$ cat src/rtl/rcc_domain_stop_seq.sv
// rtl/rcc_domain_stop_seq.sv - low-power stop entry/exit sequencer for one power domain
//
// Drains the domain bus, gates the domain clock, then raises the stop request to PWR.
// On PWR wakeup it drops the request and re-enables the clock after CLK_ON_DELAY cycles.
//
// Optional feature macro: RCC_DOMAIN_STOP_SEQ_TIMEOUT_EN (DRAIN timeout + sticky flag).
//
// Ports:
//   clk            in   domain sequencing clock
//   rst_n          in   synchronous active-low reset
//   stop_cond      in   domain stop qualifier
//   bus_busy       in   OR of domain bridge/flash busy flags
//   pwr_wkup       in   PWR wakeup level for this domain
//   pwr_req        out  stop request to PWR (registered)
//   clk_en         out  domain clock-gate enable (registered)
//   stopped        out  domain in stop, request outstanding (registered)
//   drain_timeout  out  sticky DRAIN-timeout flag (timeout builds only)
//   timeout_clr    in   clears drain_timeout (timeout builds only)
module rcc_domain_stop_seq #(
    parameter int IDLE_STABLE_CYCLES = 4,
    parameter int GATE_SETTLE        = 2,
    parameter int CLK_ON_DELAY       = 8
`ifdef RCC_DOMAIN_STOP_SEQ_TIMEOUT_EN
    ,
    parameter int DRAIN_TIMEOUT      = 1024
`endif
) (
    input  logic clk,
    input  logic rst_n,
    input  logic stop_cond,
    input  logic bus_busy,
    input  logic pwr_wkup,
    output logic pwr_req,
    output logic clk_en,
    output logic stopped
`ifdef RCC_DOMAIN_STOP_SEQ_TIMEOUT_EN
    ,
    output logic drain_timeout,
    input  logic timeout_clr
`endif
);

    localparam int CNT_MAX_A = (IDLE_STABLE_CYCLES > GATE_SETTLE) ? IDLE_STABLE_CYCLES : GATE_SETTLE;
    localparam int CNT_MAX   = (CNT_MAX_A > CLK_ON_DELAY) ? CNT_MAX_A : CLK_ON_DELAY;
    localparam int CW        = $clog2(CNT_MAX + 1);

    localparam logic [CW-1:0] CNT_ONE     = CW'(1);
    localparam logic [CW-1:0] IDLE_LAST   = CW'(IDLE_STABLE_CYCLES - 1);
    localparam logic [CW-1:0] SETTLE_LAST = CW'(GATE_SETTLE - 1);
    localparam logic [CW-1:0] CLKON_LAST  = CW'(CLK_ON_DELAY - 1);

    typedef enum logic [2:0] {
        S_IDLE    = 3'd0,
        S_DRAIN   = 3'd1,
        S_GATE    = 3'd2,
        S_REQ     = 3'd3,
        S_RESTORE = 3'd4
    } state_t;

    state_t        state_q, state_d;
    logic [CW-1:0] cnt_q, cnt_d;
    logic          pwr_req_d, clk_en_d, stopped_d;
    logic          entry_block;

`ifdef RCC_DOMAIN_STOP_SEQ_TIMEOUT_EN
    localparam int TW = (DRAIN_TIMEOUT > 1) ? $clog2(DRAIN_TIMEOUT) : 1;
    localparam logic [TW-1:0] TMR_ONE  = TW'(1);
    localparam logic [TW-1:0] TMR_LAST = TW'(DRAIN_TIMEOUT - 1);

    logic [TW-1:0] tmr_q;
    logic          tmo_set;

    // A pending timeout flag keeps the domain out of DRAIN until software clears it.
    assign entry_block = drain_timeout;
`else
    assign entry_block = 1'b0;
`endif

    // State register, counters and registered outputs.
    always_ff @(posedge clk) begin
        if (!rst_n) begin
            state_q <= S_IDLE;
            cnt_q   <= '0;
            pwr_req <= 1'b0;
            clk_en  <= 1'b1;
            stopped <= 1'b0;
        end else begin
            state_q <= state_d;
            cnt_q   <= cnt_d;
            pwr_req <= pwr_req_d;
            clk_en  <= clk_en_d;
            stopped <= stopped_d;
        end
    end

`ifdef RCC_DOMAIN_STOP_SEQ_TIMEOUT_EN
    // Timer sits at zero outside DRAIN, so it restarts on every DRAIN entry.
    always_ff @(posedge clk) begin
        if (!rst_n) begin
            tmr_q         <= '0;
            drain_timeout <= 1'b0;
        end else begin
            tmr_q <= (state_q == S_DRAIN && state_d == S_DRAIN) ? tmr_q + TMR_ONE : '0;
            if (tmo_set)
                drain_timeout <= 1'b1;
            else if (timeout_clr)
                drain_timeout <= 1'b0;
        end
    end
`endif

    // Next-state logic.
    always_comb begin
        state_d = state_q;
        cnt_d   = cnt_q;
`ifdef RCC_DOMAIN_STOP_SEQ_TIMEOUT_EN
        tmo_set = 1'b0;
`endif
        case (state_q)
            S_IDLE: begin
                if (stop_cond && !pwr_wkup && !entry_block)
                    state_d = S_DRAIN;
            end
            S_DRAIN: begin
                if (!stop_cond) begin
                    state_d = S_IDLE;
                end else if (!bus_busy && cnt_q == IDLE_LAST) begin
                    state_d = S_GATE;
                end else begin
                    cnt_d = bus_busy ? '0 : cnt_q + CNT_ONE;
`ifdef RCC_DOMAIN_STOP_SEQ_TIMEOUT_EN
                    // Reaching GATE this cycle takes precedence over giving up.
                    if (tmr_q == TMR_LAST) begin
                        state_d = S_IDLE;
                        tmo_set = 1'b1;
                    end
`endif
                end
            end
            S_GATE: begin
                // Abort before the request is raised: clock still has to be restored safely.
                if (!stop_cond || bus_busy)
                    state_d = S_RESTORE;
                else if (cnt_q == SETTLE_LAST)
                    state_d = S_REQ;
                else
                    cnt_d = cnt_q + CNT_ONE;
            end
            S_REQ: begin
                if (pwr_wkup)
                    state_d = S_RESTORE;
            end
            S_RESTORE: begin
                if (cnt_q == CLKON_LAST)
                    state_d = S_IDLE;
                else
                    cnt_d = cnt_q + CNT_ONE;
            end
            default: state_d = S_IDLE;
        endcase
        if (state_d != state_q)
            cnt_d = '0;
    end

    // Output logic, decoded from the next state so outputs change on the transition edge.
    always_comb begin
        pwr_req_d = (state_d == S_REQ);
        stopped_d = (state_d == S_REQ);
        clk_en_d  = (state_d == S_IDLE) || (state_d == S_DRAIN);
    end

endmodule

$ cat config.mk
export PLATFORM = sky130hd
export DESIGN_NAME = rcc_domain_stop_seq
export DESIGN_NICKNAME = d
export VERILOG_FILES = /design/src/rtl/rcc_domain_stop_seq.sv
export SDC_FILE = /design/constraint.sdc
export NUM_CORES = 1
export LEC_CHECK = 0
export ABC_AREA = 0
export CAP_MARGIN = 10
export CORE_AREA = 5 5 42 44
export CTS_CLUSTER_DIAMETER = 120
export CTS_CLUSTER_SIZE = 14
export DETAILED_ROUTE_END_ITERATION = 7
export DIE_AREA = 0 0 47 49
export PLACE_DENSITY = 0.6
export SLEW_MARGIN = 20
export SYNTH_ARGS = -nofsm -noshare
export SYNTH_HDL_FRONTEND = slang
export SYNTH_SLANG_ARGS = --single-unit
$ cat constraint.sdc
create_clock -name clk -period 2.91 [get_ports clk]
set_input_delay 0.582 -clock clk [delete_from_list [all_inputs] [get_ports clk]]
set_output_delay 0.582 -clock clk [all_outputs]
set_load 0.01 [all_outputs]
==> results of run 1 <==
cell usage after synthesis:
library cell and number:
sky130_fd_sc_hd__dfxtp_1 9, sky130_fd_sc_hd__a211oi_1 4, sky130_fd_sc_hd__inv_1 4, sky130_fd_sc_hd__nand2_1 4
sky130_fd_sc_hd__nor2_1 4, sky130_fd_sc_hd__o21ai_0 4, sky130_fd_sc_hd__a21oi_1 3, sky130_fd_sc_hd__nand3_1 3
sky130_fd_sc_hd__and2_1 2, sky130_fd_sc_hd__and3_1 2, sky130_fd_sc_hd__ha_1 2, sky130_fd_sc_hd__nand2b_1 2
sky130_fd_sc_hd__or3_1 2, sky130_fd_sc_hd__a21boi_0 1, sky130_fd_sc_hd__and2_2 1, sky130_fd_sc_hd__and2b_1 1
sky130_fd_sc_hd__and4bb_1 1, sky130_fd_sc_hd__buf_4 1, sky130_fd_sc_hd__buf_6 1, sky130_fd_sc_hd__mux2i_1 1
sky130_fd_sc_hd__nand3b_1 1, sky130_fd_sc_hd__nand4_1 1, sky130_fd_sc_hd__nor2b_1 1, sky130_fd_sc_hd__nor3b_2 1
sky130_fd_sc_hd__nor4b_1 1, sky130_fd_sc_hd__o21a_1 1, sky130_fd_sc_hd__o311ai_0 1, sky130_fd_sc_hd__o311ai_1 1
sky130_fd_sc_hd__or4_1 1, sky130_fd_sc_hd__or4b_1 1, sky130_fd_sc_hd__xnor2_1 1
cell type report:
cell class | instances | area [sq um] | area share
multi-input combinational | 48 | 323 | 0.509
inverter | 4 | 15.0 | 0.0237
timing repair buffer | 7 | 70.1 | 0.110
sequential | 9 | 180 | 0.284
clock buffer | 4 | 26.3 | 0.0414
tap | 16 | 20.0 | 0.0316
routing by layer:
| metal | up-vias | routed length [um] |
|---|---|---|
| li1 | 247 | - |
| met1 | 215 | 477 |
| met2 | 9 | 512 |
| met3 | 0 | 54 |
| met4 | 0 | 0 |
| met5 | - | 0 |
worst max-delay path, cell delays in order:
cell,delay (ps)
sky130_fd_sc_hd__clkdlybuf4s50_1,490
sky130_fd_sc_hd__nor3b_2,230
sky130_fd_sc_hd__o311ai_1,120
sky130_fd_sc_hd__and3_1,250
sky130_fd_sc_hd__or4b_1,520
sky130_fd_sc_hd__a211oi_1,240
power groups by stage:
stage | logic (mW) | registers, mW | clock network [mW]
floorplan | 0.0134 | 0.128 | 0
global placement | 0.0218 | 0.129 | 0
detailed placement | 0.0219 | 0.129 | 0
CTS | 0.0220 | 0.126 | 0.0969
global route | 0.0249 | 0.126 | 0.103
finish | 0.0219 | 0.126 | 0.0933
flip-flops by register name, summed over array words and instances, names as in the netlist:
| register | count |
|---|---|
| state_q | 3 |
| cnt_q | 4 |
| stopped | 1 |
| clk_en | 1 |
cell families after synthesis:
family,after synthesis
simple gates,29
compound gates,15
flops,9
buf+inv,6
fa+ha+maj,2
xor+xnor,1
mux,1
worst min path at each step:
stage                     startpoint        to  slack (ps)
after CTS                   cnt_q[1]  cnt_q[1]         530
final                       cnt_q[1]  cnt_q[1]         530
after global routing        cnt_q[1]  cnt_q[1]         550
after floorplan             cnt_q[1]  cnt_q[1]         470
after global placement      cnt_q[1]  cnt_q[1]         510
after detailed placement    cnt_q[0]  cnt_q[0]         520
metrics by stage:
stage                     power, mW  setup WS, ps  instance area [sq um]
after floorplan               0.142           950                    537
after global placement        0.151           392                    608
after detailed placement      0.151           399                    608
after CTS                     0.245           649                    634
after global routing          0.255           480                    634
final                         0.241           635                    634
==> metrics.txt, run 1 <==
# TYPE chip_impl_metric gauge
chip_impl_metric{name="min_delay_path_depth",unit=""} 2
chip_impl_metric{name="clock_skew",unit="ps"} 4.11
chip_impl_metric{name="setup_violations",unit=""} 0
chip_impl_info{name="setup.worst_path.start",value="stop_cond"} 1
chip_impl_metric{name="clock_latency",unit="ps"} 250
chip_impl_metric{name="final_clock_period_utilization_by_the_worst_path",unit=""} 0.782
chip_impl_metric{name="routedWlPerCell",unit="um"} 11.9
chip_impl_metric{name="clkPwrFrac",unit=""} 0.387
chip_impl_metric{name="cts.repair_timing.setup_buffer_count",unit=""} 0
chip_impl_metric{name="number_of_standard_cells_in_the_layout_taps_in_and_fillers_out",unit=""} 88
chip_impl_metric{name="antenna-diode-count",unit=""} 0
chip_impl_metric{name="r2r_slack",unit="ps"} 910
chip_impl_metric{name="pwr_density_cell",unit="nW/um^2"} 380
chip_impl_metric{name="rows",unit=""} 14
chip_impl_metric{name="slew_violations",unit=""} 0
chip_impl_metric{name="clk_pin_slew_worst_paths",unit="ps"} 60
chip_impl_info{name="cp-endpoint",value="cnt_q[2]"} 1
chip_impl_metric{name="final.setup.tns",unit="ps"} 0
chip_impl_metric{name="synth_simple_gate_area_share",unit=""} 0.338
chip_impl_metric{name="floorplan.die.height",unit="um"} 49
chip_impl_metric{name="dpl_wire_length",unit="um"} 816
chip_impl_metric{name="synth-compound-area-share",unit=""} 0.182
chip_impl_metric{name="internal-power",unit="mW"} 0.188
chip_impl_metric{name="coreArea",unit="sq um"} 1400
chip_impl_info{name="criticalPathCategory",value="in2reg"} 1
chip_impl_info{name="synth_top_family_by_area",value="simple AND/OR/NAND/NOR gates"} 1
chip_impl_info{name="worstHoldPathType",value="reg2reg"} 1
chip_impl_metric{name="yosys_warnings",unit=""} 0
chip_impl_metric{name="reg_power_frac",unit=""} 0.523
chip_impl_metric{name="first_drt_pass_iteration_count",unit=""} 4
chip_impl_metric{name="top_level_ports",unit=""} 8
chip_impl_metric{name="r2r_cells",unit=""} 6
chip_impl_info{name="mostFrequentLayoutCell",value="sky130_fd_sc_hd__dfxtp_1"} 1
chip_impl_metric{name="fillerInstances",unit=""} 153
chip_impl_metric{name="path_max_fanout",unit=""} 8
chip_impl_info{name="cts.root.buffer_cell",value="sky130_fd_sc_hd__clkbuf_4"} 1
chip_impl_metric{name="vias",unit=""} 471
chip_impl_metric{name="final.min_clock_period",unit="ps"} 2270
chip_impl_metric{name="groute.usage.overall",unit=""} 0.110
chip_impl_metric{name="muxShareOfSynthArea",unit=""} 0.0186
chip_impl_metric{name="synth-xor-area-share",unit=""} 0.0163
chip_impl_metric{name="gr-usage-met3",unit=""} 0.0554
chip_impl_metric{name="max-cap-violations",unit=""} 0
chip_impl_metric{name="dpl.cell_count",unit=""} 84
chip_impl_metric{name="ys_seq_elements",unit=""} 9
chip_impl_metric{name="worst-slew-pin-transition",unit="ps"} 640
chip_impl_metric{name="timing.slew.headroom",unit=""} 0.568
chip_impl_metric{name="clock.fmax",unit="MHz"} 440
chip_impl_info{name="netlist_top_cells_area",value="sky130_fd_sc_hd__dfxtp_1 34%, sky130_fd_sc_hd__a211oi_1 5.6%, sky130_fd_sc_hd__ha_1 4.7%, sky130_fd_sc_hd__o21ai_0 3.7%, sky130_fd_sc_hd__a21oi_1 2.8%"} 1
chip_impl_metric{name="initial_utilization",unit=""} 0.383
chip_impl_info{name="worstReg2RegEnd",value="cnt_q[2]"} 1
chip_impl_metric{name="die_area",unit="sq um"} 2300
chip_impl_metric{name="p_leak",unit="nW"} 0.216
chip_impl_info{name="endpoint_kind",value="flip-flop"} 1
chip_impl_metric{name="nets",unit=""} 80
chip_impl_metric{name="switchingPower",unit="mW"} 0.0537
chip_impl_metric{name="dieWidth",unit="um"} 47
chip_impl_metric{name="combPwrFrac",unit=""} 0.091
chip_impl_metric{name="post_synth.cell_area_avg",unit="sq um"} 8.52
chip_impl_metric{name="detail-route-antenna-nets",unit=""} 0
chip_impl_metric{name="detail_route.vias_per_cell",unit=""} 5.35
chip_impl_metric{name="grtUsageMet2",unit=""} 0.176
chip_impl_info{name="timing.rr.start",value="cnt_q[0]"} 1
chip_impl_info{name="synth_area_leader_cell",value="sky130_fd_sc_hd__dfxtp_1"} 1
chip_impl_info{name="gr-max-usage-layer",value="met2"} 1
chip_impl_metric{name="synthesis.instances",unit=""} 63
chip_impl_metric{name="portBuffers",unit=""} 7
chip_impl_metric{name="gp_congestion",unit=""} 0.852
chip_impl_metric{name="dr.first_iter.drc_count",unit=""} 10
chip_impl_metric{name="grt_antenna_before_repair",unit=""} 0
chip_impl_info{name="rsz0062_at_grt",value="false"} 1
chip_impl_metric{name="synthDominantCellAreaShare",unit=""} 0.336
chip_impl_metric{name="post-route-drc-count",unit=""} 0
chip_impl_metric{name="register_area_share_after_synthesis",unit=""} 0.336
chip_impl_metric{name="synth.lib_cells_used.distinct",unit=""} 31
chip_impl_metric{name="clockBufferDepth",unit=""} 2
chip_impl_metric{name="via_count_of_the_first_global_routing_pass",unit=""} 445
chip_impl_metric{name="cts-buffers-inserted",unit=""} 3
chip_impl_metric{name="power.switching_fraction",unit=""} 0.223
chip_impl_metric{name="worstPathArrival",unit="ps"} 2440
chip_impl_metric{name="area_growth_syn_to_layout",unit="%"} 18.2
chip_impl_info{name="critical_path.startpoint_type",value="input pin"} 1
chip_impl_metric{name="hold_violation_count_in_the_final_report",unit=""} 0
chip_impl_metric{name="hold_slack",unit="ps"} 526
chip_impl_metric{name="cts-hold-fix-buffers",unit=""} 0
chip_impl_metric{name="h_tree_depth_reported_by_cts",unit=""} 1
chip_impl_metric{name="netlist_area",unit="sq um"} 537
chip_impl_metric{name="synthAdderAreaFrac",unit=""} 0.0466
chip_impl_metric{name="grt_pass1_wl",unit="um"} 1840
chip_impl_metric{name="layout.core_utilization",unit=""} 0.453
chip_impl_info{name="clock_tree_from_tritoncts",value="done"} 1
chip_impl_metric{name="wirelength",unit="um"} 1050
chip_impl_metric{name="clock_sinks",unit=""} 9
chip_impl_metric{name="post_synthesis_net_count",unit=""} 70
chip_impl_metric{name="final_layout_size_suffix_gt1_frac",unit=""} 0.0694
chip_impl_metric{name="globalRoute.totalOverflow",unit=""} 0
chip_impl_metric{name="critical_path_required",unit="ps"} 3080
chip_impl_info{name="outcome",value="completed"} 1
chip_impl_metric{name="ir_drop",unit="mV"} 0.239
chip_impl_metric{name="largest_net_degree_at_the_start_of_global_routing",unit=""} 9
chip_impl_metric{name="use_met1",unit=""} 0.118
chip_impl_info{name="most-common-layout-cells",value="9 x sky130_fd_sc_hd__dfxtp_1, 7 x sky130_fd_sc_hd__clkdlybuf4s50_1"} 1
chip_impl_metric{name="cts_repair_resize_count",unit=""} 0
No activity file was read; power rests on OpenSTA's default activity.
==> run 2: changes to the inputs <==
Settings changed: PLACE_DENSITY 0.6 to 0.63.
Clock period 2.91 ns to 2 ns, I/O delays scaled along.
==> run 2 against run 1 <==
  * Highest routed layer unchanged
  * Global-route usage grew 0.55 points
  * Sequential power grew 46%
  * Setup slack lost 510 ps
  * First-iteration DRC count shrank 50%
  * Core utilization grew 6.8 points
  * Cell area grew 15%
  * Worst hold slack gained 88 ps
  * Register-to-register slack lost 790 ps
==> metrics.txt, run 2 (synthesized netlist as in run 1, its figures left out) <==
# TYPE chip_impl_metric gauge
chip_impl_metric{name="final.min_clock_period",unit="ps"} 1880
chip_impl_metric{name="pwr_density_cell",unit="nW/um^2"} 506
chip_impl_metric{name="final.setup.tns",unit="ps"} 0
chip_impl_info{name="most-common-layout-cells",value="9 x sky130_fd_sc_hd__dfxtp_1, 6 x sky130_fd_sc_hd__buf_4, 5 x sky130_fd_sc_hd__clkdlybuf4s50_1"} 1
chip_impl_metric{name="largest_net_degree_at_the_start_of_global_routing",unit=""} 9
chip_impl_metric{name="hold_violation_count_in_the_final_report",unit=""} 0
chip_impl_metric{name="area_growth_syn_to_layout",unit="%"} 35.9
chip_impl_metric{name="cts.repair_timing.setup_buffer_count",unit=""} 0
chip_impl_info{name="registers.top_by_ff_count",value="cnt_q"} 1
chip_impl_metric{name="top_level_ports",unit=""} 8
chip_impl_metric{name="die_area",unit="sq um"} 2300
chip_impl_metric{name="wirelength",unit="um"} 1220
chip_impl_info{name="critical_path.startpoint_type",value="flip-flop"} 1
chip_impl_metric{name="r2r_cells",unit=""} 6
chip_impl_metric{name="detail_route.vias_per_cell",unit=""} 5.39
chip_impl_metric{name="rows",unit=""} 14
chip_impl_metric{name="detail-route-antenna-nets",unit=""} 0
chip_impl_metric{name="nets",unit=""} 86
chip_impl_metric{name="worstPathArrival",unit="ps"} 2060
chip_impl_metric{name="grt_pass1_wl",unit="um"} 1990
chip_impl_metric{name="timing.slew.headroom",unit=""} 0.731
chip_impl_metric{name="routedLengthMet1",unit="um"} 549
chip_impl_metric{name="clk_pin_slew_worst_paths",unit="ps"} 60
chip_impl_metric{name="h_tree_depth_reported_by_cts",unit=""} 1
chip_impl_metric{name="final_clock_period_utilization_by_the_worst_path",unit=""} 0.939
chip_impl_metric{name="clock_sinks",unit=""} 9
chip_impl_metric{name="initial_utilization",unit=""} 0.383
chip_impl_metric{name="p_total",unit="mW"} 0.369
chip_impl_metric{name="clock.fmax",unit="MHz"} 532
chip_impl_metric{name="grt_antenna_before_repair",unit=""} 0
chip_impl_metric{name="portBuffers",unit=""} 7
chip_impl_metric{name="antenna-diode-count",unit=""} 0
chip_impl_metric{name="groute.usage.overall",unit=""} 0.115
chip_impl_metric{name="clockBufferDepth",unit=""} 2
chip_impl_metric{name="max-cap-violations",unit=""} 0
chip_impl_info{name="worstHoldPathType",value="reg2reg"} 1
chip_impl_metric{name="vias",unit=""} 507
chip_impl_metric{name="met2_wirelength",unit="um"} 614
chip_impl_metric{name="critical_path_required",unit="ps"} 2180
chip_impl_metric{name="floorplan.die.height",unit="um"} 49
chip_impl_metric{name="p_leak",unit="nW"} 0.278
chip_impl_metric{name="dr.first_iter.drc_count",unit=""} 5
chip_impl_info{name="biggestRegsByFlops",value="cnt_q: 4 flops, state_q: 3 flops"} 1
chip_impl_info{name="outcome",value="completed"} 1
chip_impl_metric{name="fin_area",unit="sq um"} 729
chip_impl_info{name="criticalPathCategory",value="reg2reg"} 1
chip_impl_info{name="mostFrequentLayoutCell",value="sky130_fd_sc_hd__dfxtp_1"} 1
chip_impl_metric{name="globalRoute.totalOverflow",unit=""} 0
chip_impl_info{name="highest-signal-layer",value="met3"} 1
chip_impl_metric{name="setup_violations",unit=""} 0
chip_impl_metric{name="min_delay_path_depth",unit=""} 2
chip_impl_info{name="endpoint_kind",value="flip-flop"} 1
chip_impl_metric{name="worst-slew-pin-transition",unit="ps"} 397
chip_impl_metric{name="dieWidth",unit="um"} 47
chip_impl_metric{name="clock_skew",unit="ps"} 2.40
chip_impl_metric{name="ir_drop",unit="mV"} 0.363
chip_impl_metric{name="routedWlPerCell",unit="um"} 13.0
chip_impl_metric{name="post_placement_cell_area",unit="sq um"} 653
chip_impl_metric{name="final_layout_size_suffix_gt1_frac",unit=""} 0.244
chip_impl_metric{name="first_drt_pass_iteration_count",unit=""} 4
chip_impl_metric{name="cts-buffers-inserted",unit=""} 3
chip_impl_metric{name="via_count_of_the_first_global_routing_pass",unit=""} 473
chip_impl_info{name="cts.root.buffer_cell",value="sky130_fd_sc_hd__clkbuf_4"} 1
chip_impl_info{name="rsz0062_at_grt",value="false"} 1
chip_impl_metric{name="cts-hold-fix-buffers",unit=""} 0
chip_impl_metric{name="largest_reg_flops",unit=""} 4
chip_impl_metric{name="clock_latency",unit="ps"} 260
chip_impl_metric{name="slew_violations",unit=""} 0
chip_impl_metric{name="coreArea",unit="sq um"} 1400
chip_impl_metric{name="post-route-drc-count",unit=""} 0
chip_impl_metric{name="gp_congestion",unit=""} 0.829
chip_impl_metric{name="wl_met3",unit="um"} 57
chip_impl_metric{name="path_max_fanout",unit=""} 5
chip_impl_info{name="clock_tree_from_tritoncts",value="done"} 1
[run 2: changes by cell type in the layout (fill, tap and decap cells not counted), moves of 2 or more]
cell,change
sky130_fd_sc_hd__a211oi_1,-4
sky130_fd_sc_hd__a211oi_2,+4
sky130_fd_sc_hd__buf_4,+6
sky130_fd_sc_hd__clkdlybuf4s50_1,-2
sky130_fd_sc_hd__dlymetal6s2s_1,+2
[run 2: path summary, 6_finish.rpt]
check / from / to / slack [ps]
worst max-delay path: cnt_q[0] / cnt_q[2] / 120
worst min-delay path: cnt_q[3] / cnt_q[3] / 610
worst max register to register: cnt_q[0] / cnt_q[2] / 120
worst min register to register: cnt_q[3] / cnt_q[3] / 610
[run 2: metal layers]
metal  global-route usage  up-vias
li1                     -      259
met1                0.137      239
met2                0.181        9
met3               0.0443        0
met4               0.0415        0
met5                    0        -
[run 2: power by group]
group	leakage, nW	internal (mW)	total, mW	switching (mW)
Combinational	0.190	0.0243	0.0468	0.0225
Sequential	0.0727	0.181	0.184	0.00305
Clock	0.0150	0.0768	0.139	0.0618
[run 2: per-stage QoR]
step                cells  worst slack, ps   util  hold slack [ps]
floorplan              63              126      -              470
global placement       90             -238  0.466              528
detailed placement     90             -263  0.466              528
CTS                    94             6.51  0.485              538
global route           94             39.1  0.521              647
finish                 94              121  0.521              614
[run 2: critical path, stage by stage (launching register included)]
cell,delay [ps]
sky130_fd_sc_hd__dfxtp_1,320
sky130_fd_sc_hd__ha_1,230
sky130_fd_sc_hd__nor4b_2,180
sky130_fd_sc_hd__nand2b_1,170
sky130_fd_sc_hd__and3_4,170
sky130_fd_sc_hd__or4b_4,510
sky130_fd_sc_hd__a211oi_2,220
[run 2: repair_timing]
action,in CTS,in global routing
gates resized for setup,0,13
hold endpoints to repair,0,0
setup endpoints to repair,0,4
[run 2: layout make-up]
type,count,area (sq um)
clock buffers,4,26.3
fillers,138,672
inverters,4,15.0
multi-input cells,48,368
flip-flops and latches,9,180
well taps,16,20.0
repair buffers,13,120
